File: config.mk
export PLATFORM = sky130hd
export DESIGN_NAME = dual_wb_stage
export DESIGN_NICKNAME = d
export VERILOG_FILES = /design/src/rtl/dual_wb_pkg.sv /design/src/rtl/dual_wb_stage_slot_reg.sv /design/src/rtl/dual_wb_stage.sv
export SDC_FILE = /design/constraint.sdc
export NUM_CORES = 1
export LEC_CHECK = 0
export CAP_MARGIN = 25
export CORE_AREA = 5 5 134 136
export DETAILED_ROUTE_END_ITERATION = 7
export DIE_AREA = 0 0 139 141
export SETUP_SLACK_MARGIN = 0.1
export SLEW_MARGIN = 20
export SYNTH_ARGS = -nofsm -noshare
export SYNTH_HDL_FRONTEND = slang
export SYNTH_SLANG_ARGS = --single-unit
File: constraint.sdc
create_clock -name clk -period 3.6 [get_ports clk]
set_clock_uncertainty 0.05 [all_clocks]
set_input_delay 0.54 -clock clk [delete_from_list [all_inputs] [get_ports clk]]
set_output_delay 0.54 -clock clk [all_outputs]
set_load 0.005 [all_outputs]
File: src/rtl/dual_wb_pkg.sv
// dual_wb_pkg: shared widths and the per-slot result record for the writeback stage
package dual_wb_pkg;
  localparam int DATA_W = 32;
  localparam int REG_AW = 3;
  typedef struct packed {
    logic              v;
    logic [REG_AW-1:0] dest;
    logic [DATA_W-1:0] data;
  } wb_slot_t;
endpackage

File: src/rtl/dual_wb_stage_slot_reg.sv
// wb_slot_reg: one writeback slot holding register; holds on stall, invalidates on flush
module wb_slot_reg
  import dual_wb_pkg::*;
(
  input  logic     clk,
  input  logic     reset,
  input  logic     stall,
  input  logic     flush,
  input  wb_slot_t in_slot,
  output wb_slot_t slot_q
);
  wb_slot_t slot_d;
  always_comb begin
    slot_d   = (stall || flush) ? slot_q : in_slot;
    slot_d.v = flush ? 1'b0 : slot_d.v;
  end
  always_ff @(posedge clk or posedge reset)
    if (reset) slot_q <= '0;
    else slot_q <= slot_d;
endmodule

File: src/rtl/dual_wb_stage.sv
// dual_wb_stage: dual-issue writeback stage with collision resolution, write-once and retire counter.
// Define DUAL_WB_BYPASS_EN to add a two-port operand bypass lookup on the stage registers.
module dual_wb_stage
  import dual_wb_pkg::*;
#(
  parameter int CNT_W = 16
) (
  input  logic              clk,
  input  logic              reset,
  input  logic              stall,
  input  logic              flush,
  input  logic              in_valid1,
  input  logic [REG_AW-1:0] in_dest1,
  input  logic [DATA_W-1:0] in_data1,
  input  logic              in_valid2,
  input  logic [REG_AW-1:0] in_dest2,
  input  logic [DATA_W-1:0] in_data2,
  output logic              regWrite1,
  output logic [REG_AW-1:0] destReg1,
  output logic [DATA_W-1:0] writeData1,
  output logic              regWrite2,
  output logic [REG_AW-1:0] destReg2,
  output logic [DATA_W-1:0] writeData2,
  output logic              collision,
  output logic [CNT_W-1:0]  retired_count
`ifdef DUAL_WB_BYPASS_EN
  ,
  input  logic [REG_AW-1:0] byp_addr_a,
  input  logic [REG_AW-1:0] byp_addr_b,
  output logic              byp_hit_a,
  output logic              byp_hit_b,
  output logic [DATA_W-1:0] byp_data_a,
  output logic [DATA_W-1:0] byp_data_b
`endif
);
  wb_slot_t in1, in2, s1_q, s2_q;
  logic capture, done_d, done_q, sup1_d, sup1_q;
  logic [CNT_W-1:0] cnt_d, cnt_q;
  assign in1 = '{v: in_valid1, dest: in_dest1, data: in_data1};
  assign in2 = '{v: in_valid2, dest: in_dest2, data: in_data2};
  assign capture = ~stall & ~flush;
  wb_slot_reg u_slot1 (.clk, .reset, .stall, .flush, .in_slot(in1), .slot_q(s1_q));
  wb_slot_reg u_slot2 (.clk, .reset, .stall, .flush, .in_slot(in2), .slot_q(s2_q));
  // Any non-capture edge retires the presented pair, so it can never write twice.
  always_comb begin
    done_d = ~capture;
    sup1_d = capture ? (in_valid1 & in_valid2 & (in_dest1 == in_dest2)) : sup1_q;
    cnt_d  = capture ? cnt_q + CNT_W'(in_valid1) + CNT_W'(in_valid2) : cnt_q;
  end
  always_ff @(posedge clk or posedge reset)
    if (reset) begin
      done_q <= 1'b0;
      sup1_q <= 1'b0;
      cnt_q  <= '0;
    end else begin
      done_q <= done_d;
      sup1_q <= sup1_d;
      cnt_q  <= cnt_d;
    end
  assign regWrite1     = s1_q.v & ~sup1_q & ~done_q;
  assign regWrite2     = s2_q.v & ~done_q;
  assign destReg1      = s1_q.dest;
  assign writeData1    = s1_q.data;
  assign destReg2      = s2_q.dest;
  assign writeData2    = s2_q.data;
  assign collision     = sup1_q & ~done_q;
  assign retired_count = cnt_q;
`ifdef DUAL_WB_BYPASS_EN
  // Slot 2 is younger, so it shadows slot 1 on a matching address.
  function automatic logic [DATA_W:0] lookup(input logic [REG_AW-1:0] a);
    return (regWrite2 && destReg2 == a) ? {1'b1, writeData2} :
           (regWrite1 && destReg1 == a) ? {1'b1, writeData1} : '0;
  endfunction
  assign {byp_hit_a, byp_data_a} = lookup(byp_addr_a);
  assign {byp_hit_b, byp_data_b} = lookup(byp_addr_b);
`endif
endmodule

==> metrics.yaml, run 1 <==
status: "finished, final reports clean"
power_density_nw_per_um2: 482
final_cell_mix: "225 x nand2_1, 164 x clkdlybuf4s50_1, 90 x dfrtp_1, 12 x xnor2_1, 9 x clkbuf_16"
maxSlewViolCount: 0
final_area_um2: 5770
grt_pass1_vias: 3282
cts-resized-gates: 0
cts_num_sinks: 90
hold_buffers: 0
r2r_end: "retired_count[9]$_DFFE_PP0N_"
post_drt_wl_per_cell_um: 13.0
drt_iter0_drc: 89
power_switching_mw: 0.686
worst_pin_slew_ns: 0.759
hpwl_mm: 7.28
ant_nets: 0
seqPwrFrac: 0.440
final-seq-area_um2: 2250
syn_to_final_growth_pct: 41.4
fillers: 1702
combPwrFrac: 0.210
grt_use_total: 0.106
mostFrequentLayoutCell: "nand2_1"
antenna_found_initial: 0
hold_path.class: "flop to flop"
grt_first_pass_wirelength_mm: 16.6
cts_root_buffer: "clkbuf_16"
r2r-start: "retired_count[0]$_DFFE_PP0N_"
multi_input_area_um2: 1220
clk_latency_ns: 0.34
antenna_cells: 0
worst_setup_path_end_kind: "flop"
crit_path_start: "in_valid1"
peakVddDrop_uv: 184
synth.top_cells.by_area: "dfrtp_1 55%, nand2_1 21%, buf_4 13%"
post_synth.cell_area_avg_um2: 9.01
synth_seq_area_share: 0.552
totalWireLength_mm: 10.0
worstSetupPathType: "input pin to flop"
drive_above_1_share: 0.0382
globalRouteOverflowTotal: 0
cp-start-kind: "input pin"
slew_headroom: 0.494
r2r_cells: 6
p_leak_nw: 2.69
pwr-share-clk: 0.351
power_mw: 2.78
vias_per_cell: 3.91
place_area_um2: 5470
dr.pass1.iters: 3
cp_max_fo: 5
rrSetupSlack_ns: 1.68
drv_cap: 0
dieArea_um2: 19600
clk_pin_slew_ns: 0.06
rsz0062_at_grt: "no"
synth_cell_types: 27
io_buffers: 164
sw_frac_of_total: 0.247
internal_power_mw: 2.10
synth_nets: 531
nets: 624
synth_area_leader_cell: "dfrtp_1"
die_x_um: 139
syn_inst: 453
synth_seq_cells: 90
htreeDepth: 3
post-cts-setup-buffers: 0
cts_tree: "yes"
gp_congestion: 0.724
period_share: 0.649
finalSetupViolCount: 0
fmax_mhz: 428
drcViolationCount: 0
required_ns: 3.81
io_pins: 165
ys_warn_count: 0
period_minus_slack_ns: 2.33
via_count: 3032
cts_buffers: 9
die_h_um: 141
start_util: 0.243
finalHoldViolations: 0
synthDominantCellAreaShare: 0.552
core_um2: 16800
clock_path_buffers: 2
rows: 48
finalSetupTns_ns: 0
syn_area_um2: 4080
cp.arrival_ns: 2.55
crit_path_end: "retired_count[9]$_DFFE_PP0N_"
grt_max_degree: 91
[synthesized netlist by cell type, drive strengths merged]
cell	count
and4	2
buf	76
clkbuf	10
clkinv	1
dfrtp	90
fa	1
ha	1
inv	6
mux2i	2
nand2	225
nand2b	1
nand3	5
nand4	2
nor2	5
nor2b	2
nor3	1
nor3b	1
nor4	3
o21ai	1
o41ai	1
xnor2	12
xor2	5
[critical path, stage by stage]
cell and delay, ns:
clkdlybuf4s50_1 0.51, inv_1 0.08, fa_1 0.44, nand2b_1 0.20, nor4_4 0.37, and4_1 0.26
xor2_1 0.15
[power by group through the flow]
| stage | clock, mW | sequential, mW | combinational (mW) |
|---|---|---|---|
| 2_1_floorplan | 0 | 1.22 | 0.331 |
| 3_3_place_gp | 0 | 1.24 | 0.590 |
| 3_5_place_dp | 0 | 1.24 | 0.597 |
| 4_1_cts | 1.03 | 1.22 | 0.600 |
| 5_1_grt | 1.06 | 1.24 | 0.645 |
| 6_report | 0.975 | 1.22 | 0.583 |
[worst min-delay path by stage]
| stage | start | end | cells after the start |
|---|---|---|---|
| CTS | u_slot2.slot_q[25]$_DFFE_PP0N_ | u_slot2.slot_q[25]$_DFFE_PP0N_ | 2 |
| finish | u_slot1.slot_q[1]$_DFFE_PP0N_ | u_slot1.slot_q[1]$_DFFE_PP0N_ | 2 |
| floorplan | u_slot1.slot_q[0]$_DFFE_PP0N_ | u_slot1.slot_q[0]$_DFFE_PP0N_ | 2 |
| global route | u_slot2.slot_q[28]$_DFFE_PP0N_ | u_slot2.slot_q[28]$_DFFE_PP0N_ | 2 |
| global placement | u_slot2.slot_q[22]$_DFFE_PP0N_ | u_slot2.slot_q[22]$_DFFE_PP0N_ | 2 |
| detailed placement | u_slot2.slot_q[25]$_DFFE_PP0N_ | u_slot2.slot_q[25]$_DFFE_PP0N_ | 2 |
[cells by family (layout without fill, tap and decap cells)]
group / count (synthesis) / count (layout) / synth area share
AOI/OAI and AO/OA: 2 / 2 / 0.00337
adders and majority gates: 2 / 2 / 0.00797
muxes: 2 / 2 / 0.00491
xor gates and xnor gates: 17 / 17 / 0.0365
DFF: 90 / 90 / 0.552
and+or+nand+nor: 247 / 247 / 0.245
buffers and inverters: 93 / 190 / 0.150
[layer usage]
layer / GRT usage / up-vias / routed length [um]
li1: - / 1491 / -
met1: 0.119 / 1430 / 4130
met2: 0.176 / 96 / 4870
met3: 0.0441 / 15 / 846
met4: 0.0469 / 0 / 204
met5: 0 / - / 0
[stage by stage]
stage / cells / hold slack, ns / utilization / worst slack [ns]
2_1_floorplan: 453 / 0.397 / - / 0.675
3_3_place_gp: 760 / 0.409 / 0.325 / 0.973
3_5_place_dp: 760 / 0.411 / 0.325 / 0.886
4_1_cts: 775 / 0.427 / 0.343 / 1.27
5_1_grt: 775 / 0.436 / 0.343 / 1.16
6_report: 775 / 0.421 / 0.343 / 1.27
[flip-flops by register name, indices dropped and copies added (netlist names)]
name and cells:
sup1_q 1, done_q 1, u_slot2.slot_q 36, u_slot1.slot_q 36, retired_count 16
[layout make-up]
type                       count  share of cell area
multi-input combinational    270               0.212
tap                          225              0.0488
sequential                    90               0.390
inverter                       7             0.00499
clock inverter                 3              0.0113
clock buffer                  12              0.0410
timing repair buffer         168               0.292
No activity file was read; power rests on OpenSTA's default activity.
==> inputs of run 2 (changes only) <==
==> constraint.sdc (replaced) <==
create_clock -name clk -period 2.05 [get_ports clk]
set_clock_uncertainty 0.05 [all_clocks]
set_input_delay 0.3075 -clock clk [delete_from_list [all_inputs] [get_ports clk]]
set_output_delay 0.3075 -clock clk [all_outputs]
set_load 0.005 [all_outputs]
==> run 2 against run 1 <==
Net effect: critical path depth rose by 2; cell area up 3.6%; combinational power up 94%; first-iteration DRC count rose by 4.5%; register-to-register slack lost 1.5 ns; routed wire length rose by 5.6%; worst setup slack lost 1.1 ns; via count increased by 1.7%.
==> metrics.yaml, run 2 (same netlist as run 1, synthesis figures left out) <==
status: "finished, final reports clean"
core_um2: 16800
cts_tree: "yes"
hold_path.class: "input pin to asynchronous set/reset pin"
grt_pass1_vias: 3374
clock_path_buffers: 2
dr.pass1.iters: 4
use_met1: 0.125
vias_per_cell: 3.88
cts_num_sinks: 90
cp_common_cell: "inv_2"
hpwl_mm: 7.90
clk_pin_slew_ns: 0.06
power_switching_mw: 1.27
mostFrequentLayoutCell: "nand2_1"
maxSlewViolCount: 0
period_minus_slack_ns: 1.87
globalRouteOverflowTotal: 0
crit_chain: "inv_2 -> fa_2 -> inv_2 -> buf_6 -> ha_4 -> nand2_4 -> nor4_4 -> nand3_1 -> xnor2_1"
drive_above_1_share: 0.0861
power_density_nw_per_um2: 838
period_share: 0.914
worst_slack_ns: 0.177
r2r_cells: 9
dieArea_um2: 19600
worst_setup_path_end_kind: "flop"
finalHoldViolations: 0
rows: 48
rrSetupSlack_ns: 0.18
io_buffers: 164
antenna_cells: 0
internal_power_mw: 3.74
final_cell_mix: "224 x nand2_1, 162 x clkdlybuf4s50_1, 90 x dfrtp_1, 17 x buf_4, 12 x xnor2_1"
pwr-share-clk: 0.342
post_drt_wl_per_cell_um: 13.4
start_util: 0.243
clk_latency_ns: 0.34
worstSetupPathType: "flop to flop"
gr-usage-met3: 0.0370
peakVddDrop_uv: 347
nets: 642
grt_first_pass_wirelength_mm: 17.3
r2r-start: "retired_count[0]$_DFFE_PP0N_"
ant_nets: 0
cp.arrival_ns: 2.05
finalSetupViolCount: 0
crit_family: "adder cells"
p_leak_nw: 2.82
syn_to_final_growth_pct: 46.4
antenna_found_initial: 0
grt-busiest-layer: "met2"
sw_frac_of_total: 0.253
drt_iter0_drc: 93
final-seq-area_um2: 2250
r2r_end: "retired_count[8]$_DFFE_PP0N_"
dpl_worst_slack_ns: -0.364
worst_pin_slew_ns: 0.550
htreeDepth: 3
drv_cap: 0
slew_headroom: 0.632
critPathMaxStageDelay_ns: 0.39
die_x_um: 139
fin_hold_ws_ns: 0.320
cp_max_fo: 5
drcViolationCount: 0
cp-start-kind: "flop"
cts_root_buffer: "clkbuf_16"
totalWireLength_mm: 10.6
seqPwrFrac: 0.431
fmax_mhz: 534
use_met2: 0.186
via_count: 3084
required_ns: 2.22
fillers: 1721
crit_path_top_delay_cell: "fa_2"
cp_num_buf_inv: 3
grt_use_total: 0.111
cts_buffers: 9
gp_congestion: 0.769
hold_buffers: 0
multi_input_area_um2: 1240
grt_max_degree: 74
rsz0062_at_grt: "yes"
die_h_um: 141
combPwrFrac: 0.227
io_pins: 165
## run 2: power by group through the flow
stage / registers [mW] / logic, mW / clock network (mW)
2_1_floorplan: 2.15 / 0.582 / 0
3_3_place_gp: 2.17 / 1.05 / 0
3_5_place_dp: 2.19 / 1.07 / 0
4_1_cts: 2.16 / 1.14 / 1.78
5_1_grt: 2.19 / 1.25 / 1.85
6_report: 2.16 / 1.13 / 1.71
## run 2: repair_timing
item | CTS | global route
setup buffers | 8 | 3
pin swaps | 5 | 5
endpoints found under the setup margin | 9 | 7
resized for setup | 6 | 6
hold endpoints to repair | 0 | 0
## run 2: area by class of cell
cell class | count | share of cell area
sequential | 90 | 0.377
timing repair buffer | 186 | 0.310
multi-input combinational | 270 | 0.208
tap | 225 | 0.0471
clock buffer | 12 | 0.0446
clock inverter | 4 | 0.00817
inverter | 7 | 0.00503
## run 2: metrics by stage
stage | instance area [um2] | power, mW | utilization | TNS [ns] | cells
after floorplan | 4090 | 2.73 | - | 0 | 453
after global placement | 5550 | 3.22 | 0.330 | -2.30 | 768
after detailed placement | 5550 | 3.26 | 0.330 | -3.00 | 768
after CTS | 5950 | 5.08 | 0.354 | 0 | 792
after global routing | 5980 | 5.29 | 0.355 | 0 | 794
final | 5980 | 5.01 | 0.355 | 0 | 794
## run 2: worst max-delay path by stage
stage	start	slack, ns	endpoint	cells after the start
after CTS	in_valid1	0.10	retired_count[8]$_DFFE_PP0N_	9
final	retired_count[0]$_DFFE_PP0N_	0.18	retired_count[8]$_DFFE_PP0N_	9
after floorplan	retired_count[0]$_DFFE_PP0N_	0.27	retired_count[9]$_DFFE_PP0N_	6
after global routing	retired_count[0]$_DFFE_PP0N_	0.06	retired_count[8]$_DFFE_PP0N_	9
after global placement	in_valid1	-0.29	retired_count[9]$_DFFE_PP0N_	7
after detailed placement	in_valid1	-0.36	retired_count[9]$_DFFE_PP0N_	7
## run 2: routing by layer
layer  wire length (um)  vias to the layer above
met2               5270                      100
met1               4270                     1436
met4                327                        0
met3                733                       20
met5                  0                        -
li1                   -                     1528
==> inputs of run 3 (changes only) <==
==> constraint.sdc (replaced) <==
create_clock -name clk -period 2.4 [get_ports clk]
set_clock_uncertainty 0.05 [all_clocks]
set_input_delay 0.36 -clock clk [delete_from_list [all_inputs] [get_ports clk]]
set_output_delay 0.36 -clock clk [all_outputs]
set_load 0.01 [all_outputs]
==> run 3 against run 2 <==
Net effect: hold slack better by 0.099 ns; register-to-register slack improved by 0.32 ns; routed wire length down 2.1%; first-iteration DRC count decreased by 2.2%; sequential share of layout area grew 0.80 points; cell area decreased by 2.1%; flip-flop and latch count unchanged; non-clock buffer count down 13; combinational power down 15%; critical path type is now input pin to flop; largest cell class unchanged; highest routed layer unchanged.
==> metrics.yaml, run 3 (same netlist as run 1, synthesis figures left out) <==
status: "finished, final reports clean"
vias_per_cell: 3.87
period_share: 0.884
cts-resized-gates: 0
core_um2: 16800
fin_util: 0.348
final_cell_mix: "225 x nand2_1, 164 x clkdlybuf4s50_1, 90 x dfrtp_1, 12 x xnor2_1, 9 x clkbuf_16"
drv_cap: 0
crit_chain: "clkdlybuf4s50_1 -> inv_1 -> fa_1 -> nand2b_1 -> nor4_4 -> and4_1 -> xor2_1"
final_area_um2: 5850
combPwrFrac: 0.223
p_leak_nw: 2.73
maxSlewViolCount: 0
grt_max_degree: 74
antenna_found_initial: 0
via_count: 3015
internal_power_mw: 3.21
finalHoldViolations: 0
cts_root_buffer: "clkbuf_16"
cp_max_fo: 5
place_area_um2: 5530
critPathMaxStageDelay_ns: 0.50
power_switching_mw: 1.11
drcViolationCount: 0
crit_path_top_delay_cell: "clkdlybuf4s50_1"
grt_use_total: 0.108
worstSetupPathType: "input pin to flop"
grt_pass1_vias: 3239
hold_buffers: 0
cts_buffers: 9
sw_frac_of_total: 0.256
nets: 629
mostFrequentLayoutCell: "nand2_1"
drive_above_1_share: 0.0486
die_h_um: 141
seqPwrFrac: 0.425
cts_num_sinks: 90
power_density_nw_per_um2: 738
fmax_mhz: 472
start_util: 0.243
cp.arrival_ns: 2.34
ant_nets: 0
io_buffers: 164
cts_tree: "yes"
period_minus_slack_ns: 2.12
gp_congestion: 0.779
io_pins: 165
fin_hold_ws_ns: 0.419
required_ns: 2.62
worst_pin_slew_ns: 0.682
r2r_cells: 6
pwr-share-clk: 0.352
clk_pin_slew_ns: 0.06
hold_path.class: "input pin to asynchronous set/reset pin"
cp-start-kind: "input pin"
post-cts-setup-buffers: 0
antenna_cells: 0
worst_setup_path_end_kind: "flop"
htreeDepth: 3
fillers: 1723
grt_first_pass_wirelength_mm: 16.8
dr.pass1.iters: 4
dieArea_um2: 19600
globalRouteOverflowTotal: 0
die_x_um: 139
drt_iter0_drc: 91
rows: 48
finalSetupViolCount: 0
peakVddDrop_uv: 286
clk_latency_ns: 0.34
post_drt_wl_per_cell_um: 13.3
slew_headroom: 0.544
totalWireLength_mm: 10.4
rsz0062_at_grt: "no"
syn_to_final_growth_pct: 43.4
clock_path_buffers: 2
hpwl_mm: 7.73
[run 3: changes by cell type in the layout (fill, tap and decap cells not counted), moves of 2 or more]
| cell | previous run | this run |
|---|---|---|
| clkbuf_1 | 0 | 2 |
| clkdlybuf4s50_1 | 162 | 164 |
| buf_4 | 17 | 6 |
| clkinv_2 | 2 | 0 |
| inv_1 | 1 | 4 |
| buf_6 | 2 | 0 |
| inv_2 | 4 | 1 |
[run 3: final cells by class]
cell class,count,area [um2],area share
Timing Repair Buffer,173,1750,0.298
Multi-Input combinational cell,270,1220,0.209
Clock inverter,2,60.1,0.0103
Inverter,7,30.0,0.00513
Clock buffer,13,260,0.0445
Sequential cell,90,2250,0.385
Tap cell,225,282,0.0481
[run 3: worst max-delay path: cells and delay by family]
kind | cells | cell delay, ns
fa+ha+maj | 1 | 0.43
buf+inv | 2 | 0.57
xor+xnor | 1 | 0.14
simple gates | 3 | 0.85
[run 3: stage by stage]
stage | TNS (ns) | worst slack, ns | instances | total power, mW
floorplan | 0 | 0.576 | 453 | 2.41
global placement | 0 | 0.00647 | 765 | 2.83
detailed placement | -0.217 | -0.0893 | 765 | 2.85
CTS | 0 | 0.303 | 780 | 4.42
global route | 0 | 0.224 | 780 | 4.56
finish | 0 | 0.279 | 780 | 4.32
[run 3: final timing paths]
path / from / end / slack [ns]
max: in_valid1 / retired_count[9]$_DFFE_PP0N_ / 0.28
min: reset / u_slot2.slot_q[19]$_DFFE_PP0N_ / 0.42
max reg2reg: retired_count[0]$_DFFE_PP0N_ / retired_count[9]$_DFFE_PP0N_ / 0.50
min reg2reg: u_slot1.slot_q[29]$_DFFE_PP0N_ / u_slot1.slot_q[29]$_DFFE_PP0N_ / 0.42
max in group asynchronous: reset / u_slot1.slot_q[9]$_DFFE_PP0N_ / 1.28
min in group clk: u_slot1.slot_q[29]$_DFFE_PP0N_ / u_slot1.slot_q[29]$_DFFE_PP0N_ / 0.42
[run 3: power by group through the flow]
stage / logic (mW) / clock network, mW / registers (mW)
6_report: 0.962 / 1.52 / 1.84
5_1_grt: 1.05 / 1.65 / 1.86
4_1_cts: 0.988 / 1.59 / 1.84
3_5_place_dp: 0.984 / 0 / 1.87
3_3_place_gp: 0.967 / 0 / 1.86
2_1_floorplan: 0.560 / 0 / 1.85
[run 3: routing by layer]
layer | GRT usage | vias to the layer above | routed length (um)
met3 | 0.0434 | 7 | 766
met1 | 0.118 | 1418 | 4200
li1 | - | 1504 | -
met5 | 0 | - | 0
met2 | 0.187 | 86 | 5280
met4 | 0.0427 | 0 | 145
